**config.mk**
```make
export PLATFORM = sky130hd
export DESIGN_NAME = instruction_fetcher
export DESIGN_NICKNAME = d
export VERILOG_FILES = /design/src/rtl/instruction_fetcher.sv
export SDC_FILE = /design/constraint.sdc
export NUM_CORES = 1
export LEC_CHECK = 0
export ABC_CLOCK_PERIOD_IN_PS = 7300
export CORE_UTILIZATION = 43
export CTS_CLUSTER_SIZE = 8
export DETAILED_ROUTE_END_ITERATION = 10
export PLACE_DENSITY = 0.71
export SYNTH_ARGS = -nofsm -noshare
export SYNTH_HDL_FRONTEND = slang
export SYNTH_SLANG_ARGS = --single-unit
```
**constraint.sdc**
```tcl
create_clock -name clk -period 7.3 [get_ports clk]
set_input_delay 2.19 -clock clk [delete_from_list [all_inputs] [get_ports clk]]
set_output_delay 2.19 -clock clk [all_outputs]
set_load 0.05 [all_outputs]
```
**src/rtl/instruction_fetcher.sv**
```systemverilog
// instruction_fetcher
//   Fetches one instruction word at pc from instruction memory and presents it
//   until the controller drops the fetch. The most recent successful fetch is
//   kept in a single-entry buffer so that a repeat fetch of the same word
//   completes in one cycle without touching memory. A fetch whose read data
//   does not arrive within TIMEOUT_CYCLES cycles of waiting completes with
//   instr=0 and fetch_error=1.
//
// Ports
//   clk               in   clock, all state updates on the rising edge
//   reset             in   asynchronous active-high reset
//   fetcher_reset     in   high = abort / stay idle, low = fetch at pc
//   pc[31:0]          in   fetch address (pc[1:0] ignored)
//   buf_invalidate    in   discard the last-fetch buffer
//   fetcher_completed out  high while a fetched instruction is presented
//   instr[31:0]       out  fetched instruction word
//   fetch_error       out  high with fetcher_completed when the fetch timed out
//   mem_req           out  memory read request
//   mem_addr[31:0]    out  word-aligned read address
//   mem_ack           in   request accepted when mem_req & mem_ack
//   mem_rvalid        in   read data valid, once per accepted request
//   mem_rdata[31:0]   in   read data
module instruction_fetcher #(
    parameter int unsigned TIMEOUT_CYCLES = 64
) (
    input  logic        clk,
    input  logic        reset,
    input  logic        fetcher_reset,
    input  logic [31:0] pc,
    input  logic        buf_invalidate,
    output logic        fetcher_completed,
    output logic [31:0] instr,
    output logic        fetch_error,
    output logic        mem_req,
    output logic [31:0] mem_addr,
    input  logic        mem_ack,
    input  logic        mem_rvalid,
    input  logic [31:0] mem_rdata
);

    typedef enum logic [1:0] {
        IDLE,
        REQ,
        WAIT,
        DONE
    } state_t;

    localparam logic [9:0] WAIT_LAST = 10'(TIMEOUT_CYCLES - 1);

    state_t      state;
    state_t      next_state;

    logic        buf_valid;
    logic [29:0] buf_pc;
    logic [31:0] buf_instr;
    logic        pending;
    logic [9:0]  wait_cnt;

    logic        buf_hit;
    logic        hit_taken;
    logic        resp_taken;
    logic        timed_out;
    logic        start_req;

    // Byte offset bits are deliberately ignored.
    logic        pc_lsb_unused;
    assign pc_lsb_unused = ^pc[1:0];

    assign buf_hit    = buf_valid && (buf_pc == pc[31:2]);
    assign hit_taken  = !fetcher_reset && (state == IDLE) && buf_hit;
    assign start_req  = !fetcher_reset && (state == IDLE) && !buf_hit && !pending;
    // Read data is used only when it completes the live fetch; anything else
    // (aborted or timed-out request) merely retires the pending flag.
    assign resp_taken = !fetcher_reset && mem_rvalid &&
                        ((state == WAIT) || ((state == REQ) && mem_ack));
    assign timed_out  = !fetcher_reset && (state == WAIT) && !mem_rvalid &&
                        (wait_cnt == WAIT_LAST);

    // State register
    always_ff @(posedge clk or posedge reset) begin
        if (reset) begin
            state <= IDLE;
        end else begin
            state <= next_state;
        end
    end

    // Next-state logic
    always_comb begin
        next_state = state;
        if (fetcher_reset) begin
            next_state = IDLE;
        end else begin
            case (state)
                IDLE: begin
                    if (buf_hit) begin
                        next_state = DONE;
                    end else if (!pending) begin
                        next_state = REQ;
                    end
                end
                REQ: begin
                    if (mem_ack) begin
                        next_state = mem_rvalid ? DONE : WAIT;
                    end
                end
                WAIT: begin
                    if (mem_rvalid || (wait_cnt == WAIT_LAST)) begin
                        next_state = DONE;
                    end
                end
                DONE:    next_state = DONE;
                default: next_state = IDLE;
            endcase
        end
    end

    // State-decoded outputs
    always_comb begin
        mem_req           = 1'b0;
        fetcher_completed = 1'b0;
        case (state)
            REQ:     mem_req = 1'b1;
            DONE:    fetcher_completed = 1'b1;
            default: ;
        endcase
    end

    // Datapath registers
    always_ff @(posedge clk or posedge reset) begin
        if (reset) begin
            instr       <= '0;
            fetch_error <= 1'b0;
            mem_addr    <= '0;
            buf_valid   <= 1'b0;
            buf_pc      <= '0;
            buf_instr   <= '0;
            pending     <= 1'b0;
            wait_cnt    <= '0;
        end else begin
            if (hit_taken) begin
                instr <= buf_instr;
            end else if (resp_taken) begin
                instr <= mem_rdata;
            end else if (timed_out) begin
                instr <= '0;
            end

            if (timed_out) begin
                fetch_error <= 1'b1;
            end else if (next_state != DONE) begin
                fetch_error <= 1'b0;
            end

            if (start_req) begin
                mem_addr <= {pc[31:2], 2'b00};
            end

            if (resp_taken) begin
                buf_pc    <= pc[31:2];
                buf_instr <= mem_rdata;
            end

            if (buf_invalidate) begin
                buf_valid <= 1'b0;
            end else if (resp_taken) begin
                buf_valid <= 1'b1;
            end

            // Same-cycle accept and data leaves nothing outstanding.
            if (mem_rvalid) begin
                pending <= 1'b0;
            end else if (mem_req && mem_ack) begin
                pending <= 1'b1;
            end

            wait_cnt <= (state == WAIT) ? wait_cnt + 10'd1 : '0;
        end
    end

endmodule
```
### After elaboration in Yosys (flattened, before gate mapping)

Index checks and enable logic that the tools add are counted.

* register bits: 139
* bits in latches: 0
* bits in writable memories: 0
* bits in read-only memories: 0
* input port bits: 70
* output and inout port bits: 67
* logic and storage cells: 58
* memories kept: 0

* add/subtract/negate cells: 1
* multiply operators: 0
* divide/modulo/power cells: 0
* magnitude comparators: 0
* equality and inequality tests: 6
* shift-type cells: 0
* multiplexer cells: 19
* bitwise logic cells: 0
* reduce and logical (&&, ||, !) cells: 23

Operators by type and width (number)
* 2-to-1 mux 32 bit: 3
* equality test 30 bit: 1
* logical AND 1 bit: 12
* adder 10 x 1 -> 10 bit (second input constant): 1
* equality test 10 x 6 -> 1 bit (second input constant): 1
* 2-to-1 mux 10 bit: 1
* 2-to-1 mux 2 bit: 5
* 2-to-1 mux 1 bit: 9
* one-hot mux 2 bit (4 select lines): 1
* nonzero test 2 bit: 3
* equality test 2 bit (second input constant): 2
* logical NOT 1 bit: 4
* nonzero test 3 bit: 1
* equality test 2 x 1 -> 1 bit (second input constant): 1
* logical NOT 2 bit: 1
* logical OR 1 bit: 2
* != test 2 bit (second input constant): 1

### Logic depth before layout (Yosys ltp)

* depth after elaboration: 8
* gate-level depth with buffers: 7
* depth with buffers taken out: 6

### Worst setup path after synthesis

No wires, ideal clock.

* path type: input-to-reg
* from: in pc[26]
* to: reg instr[0]
* setup time: 0.128 ns
* arrival: 3.591 ns
* required time: 7.172 ns
* setup slack: 3.581 ns
* stages on the path: 7
* path buffers: 2
* cell sequence: xnor2_1 > nand4_1 > or4_1 > buf_2 > buf_6 > nor4_1 > o21ai_1

* word-level cells in the longest chain between the ends: 4
* elaborated cells between the ends (all ways): 5
* those cells by class: 1 x eq/ne; 1 x mux; 3 x reduce/logical

RTL lines
* from (decl): RTL line 29 `input logic [31:0] pc,`
* equality test 30 bit *: RTL line 69 `assign buf_hit = buf_valid && (buf_pc == pc[31:2]);`
* logical AND 1 bit *: RTL line 69
* logical AND 1 bit *: RTL line 70 `assign hit_taken = !fetcher_reset && (state == IDLE) && buf_hit;`
* nonzero test 3 bit (no source line) or 2-to-1 mux 32 bit (tied branches)
* to (signal assigned): RTL line 142 `instr <= buf_instr;`
* to (signal assigned): RTL line 144 `instr <= mem_rdata;`
* to (decl): RTL line 32 `output logic [31:0] instr,`

Mark *: on every way between the ends. The rest lies on a longest branch, timed or not.
A chain may end at the register's enable or synchronous reset.

### Worst setup path in the final report

* from: in pc[20]
* to: reg mem_addr[2]

* word-level cells in the longest chain between the ends: 5

RTL lines
* equality test 30 bit: RTL line 69
* logical AND 1 bit: RTL line 69
* logical NOT 1 bit: RTL line 71 `assign start_req = !fetcher_reset && (state == IDLE) && !buf_hit && !pending;`
* logical AND 1 bit (2 in a row): RTL line 71
* to (signal assigned): RTL line 156 `mem_addr <= {pc[31:2], 2'b00};`
* to (decl): RTL line 35 `output logic [31:0] mem_addr,`

Every way passes these cells.

==> flow_summary_export.csv <==
group,metric,value,unit
status,run_status,"complete, no violations",
critical_path,critical_path_class,"in -> reg",
yosys,syn_area_per_cell,10.4,um^2
timing,largest_clock_skew_in_the_final_design,0.00430,ns
critical_path,cp.buffers_inverters,2,
final_layout,commonest_non_fill_non_tap_cell_in_the_layout,"sky130_fd_sc_hd__nand2_1",
drt,via_density,5.37,
critical_path,cpPeakStageDelay,0.89,ns
power,largest_voltage_drop_on_the_vdd_net,0.206,mV
critical_path,critical-path-top-delay-family,"simple AND/OR/NAND/NOR gates",
drt,detail_route.wl_per_cell,16.6,um
timing,finalSetupViolations,0,
cts,cts_resized,0,
timing,final-max-slew-violation-count,0,
flow_run,number_of_violations_of_the_max_capacitance_limit,0,
floorplanning,core-area,13900,um^2
global_route,grt_start_max_net_pins,91,
drt,wl,15000,um
floorplanning,dieArea,14800,um^2
final_layout,total_of_fill_cells_in_the_finished_design,1159,
cts,htree_levels,4,
drt,initialDrtViolationCount,401,
cts,cts_num_sinks,139,
critical_path,crit_path_top_delay_cell,"sky130_fd_sc_hd__and4_2",
timing,fmax,212,MHz
global_route,first_global_vias,4995,
yosys,synth_top_cells_by_area,"sky130_fd_sc_hd__dfrtp_1 56%, sky130_fd_sc_hd__nand2_1 12%, sky130_fd_sc_hd__mux2_1 5.5%",
final_layout,synthToLayoutAreaGrowth,32.8,%
timing,final-hold-violation-count,0,
final_layout,antenna_cells_inserted,0,
yosys,yosys.cell_types.count,39,
placed_design,globalplace.congestion,0.783,
yosys,syn_std_cell_area,6160,um^2
drt,dr_total_vias,4851,
power,fin_total_pwr,2.92,mW
cts,clkTransAtPathRegs,0.05,ns
timing,period_share,64.7,%
cts,clockRootBuffer,"sky130_fd_sc_hd__clkbuf_16",
final_layout,drive_above_1_share,8.43,%
yosys,synth-warning-count,0,
placed_design,io_buffer_count,132,
final_layout,final_util,58.7,%
drt,drtAntennaViolNets,0,
final_layout,finish.net_count,782,
cts,clk-insertion-delay-late,0.41,ns
timing,maxSlewHeadroom,18.4,%
floorplanning,starting_utilization_of_the_core_area,44.2,%
global_route,grt_antenna_before_repair,0,
power,power.leakage,3.54,nW
critical_path,cp_data_arrival_time,5.02,ns
timing,tns,0,ns
drt,drcViolationCount,0,
cts,cts_buffer_depth,2,
yosys,ys_seq_area_share,56.5,%
drt,drt_pass1_iterations,4,
floorplanning,fp.dieW,122,um
timing,worst_hold_slack,0.478,ns
timing,layout_setup_ws,2.57,ns
timing,tightestPinTransition,1.22,ns
floorplanning,die_h,122,um
yosys,synth_edf_count,0,
yosys,synth_largest_type_area_fraction,56.5,%
worst_hold_path,hold_path.class,"reg -> reg",
timing,grt_setup_unrepaired,"no",
global_route,grt.overflow.total,0,
global_route,grtUsageTotal,21.9,%
yosys,yosysTopAreaCell,"sky130_fd_sc_hd__dfrtp_1",
critical_path,crit_path_cell_trace,"clkdlybuf4s50_1, xor2_1, nor4_1, and4_2, a211oi_4, buf_4, mux2_1",
floorplanning,top_level_ports,137,
cts,cts_tree,"done",
cts,number_of_buffers_added_by_the_clock_tree_synthesis_step,17,
yosys,proportion_of_register_bits_with_asynchronous_set_or_reset_after_synthesis,100,%
cts,cts_setup_buffers,0,
critical_path,critical_path_required,7.59,ns
timing,finalWorstPathRequiredPeriod,4.73,ns
critical_path,worstSetupStartpointType,"primary input",
placed_design,pre_cts_slack,2.09,ns
power,cellPowerDensity,357,nW/um^2
cts,ctsHoldBuffers,0,
global_route,grt_first_pass_wirelength,24700,um
critical_path,setup.worst_path.end_class,"flop",
placed_design,post_detail_place_hpwl,9410,um
yosys,synth_ff_type,"sky130_fd_sc_hd__dfrtp_1",
critical_path,critical_path.max_fanout,34,
floorplanning,rows,43,
yosys,ys_ff_latch,139,
final_layout,final_cell_mix,"189 x sky130_fd_sc_hd__nand2_1, 139 x sky130_fd_sc_hd__dfrtp_1, 132 x sky130_fd_sc_hd__clkdlybuf4s50_1",
yosys,syn-instance-count,595,
## worst min-delay path: cells and delay by family, from the launching register on
kind	cells	cell delay (ns)
AND/OR/NAND/NOR	2	0.11
flip-flops	1	0.34
## registers in the layout (all words and copies together) (netlist names)
register	cells
buf_instr	32
buf_pc	30
buf_valid	1
fetch_error	1
instr	32
mem_addr	30
pending	1
state	2
wait_cnt	10
## through the flow
step | cells | instance area, um^2
2_1_floorplan | 596 | 6160
3_3_place_gp | 872 | 7600
3_5_place_dp | 872 | 7600
4_1_cts | 904 | 8180
5_1_grt | 904 | 8180
6_report | 904 | 8180
## per-layer routing
| layer | global-route usage [%] | routed length, um | vias to the layer above |
|---|---|---|---|
| met3 | 5.71 | 935 | 20 |
| li1 | - | - | 2276 |
| met2 | 35.7 | 7400 | 151 |
| met1 | 27.5 | 6450 | 2404 |
| met5 | 0 | 0 | - |
| met4 | 9.26 | 257 | 0 |
## Yosys cell counts, types with 4 or more instances
cell type and n:
sky130_fd_sc_hd__a21oi_1 4, sky130_fd_sc_hd__a32oi_1 32, sky130_fd_sc_hd__buf_2 7, sky130_fd_sc_hd__clkbuf_1 30, sky130_fd_sc_hd__dfrtp_1 139, sky130_fd_sc_hd__mux2_1 30
sky130_fd_sc_hd__nand2_1 189, sky130_fd_sc_hd__nand4_1 5, sky130_fd_sc_hd__nor2_1 12, sky130_fd_sc_hd__nor3_1 4, sky130_fd_sc_hd__nor4_1 23, sky130_fd_sc_hd__nor4_2 13
sky130_fd_sc_hd__o21ai_1 30, sky130_fd_sc_hd__xnor2_1 20, sky130_fd_sc_hd__xor2_1 17
## path summary, 6_finish.rpt
path                                    start       endpoint  slack (ns)  depth (start not counted)
worst max-delay path                   pc[20]    mem_addr[2]        2.57                          7
min in group asynchronous               reset   buf_instr[1]        2.31                          2
worst min-delay path            buf_instr[11]  buf_instr[11]        0.48                          2
worst max register to register     buf_pc[18]    mem_addr[2]        4.41                          6
max in group asynchronous               reset  buf_instr[18]        3.84                          3
worst min register to register  buf_instr[11]  buf_instr[11]        0.48                          2
## power breakdown
group | total [mW] | switching, mW | internal (mW)
registers | 1.12 | 0.131 | 0.986
logic | 0.960 | 0.612 | 0.349
clock network | 0.843 | 0.307 | 0.537
## final cells by class
type / count / area [um^2] / share of cell area [%]
sequential: 139 / 3480 / 42.5
tap: 180 / 225 / 2.75
clock buffer: 25 / 495 / 6.06
inverter: 2 / 12.5 / 0.153
timing repair buffer: 139 / 1370 / 16.8
multi-input combinational: 412 / 2510 / 30.6
clock inverter: 7 / 87.6 / 1.07
## kinds of logic (layout without fill, tap and decap cells)
kind of cell             Yosys count  in the layout  share of synthesized area [%]
adder cells (fa/ha/maj)            1              1                          0.203
multiplexers                      30             30                           5.48
AND/OR/NAND/NOR                  267            267                           20.7
flip-flops                       139            139                           56.5
other                              1              2                         0.0609
buffers and inverters             45            173                           3.43
XOR/XNOR                          37             37                           5.26
AO/OA/AOI/OAI                     75             75                           8.45
Note: power is estimated with default switching activity, not from simulation.
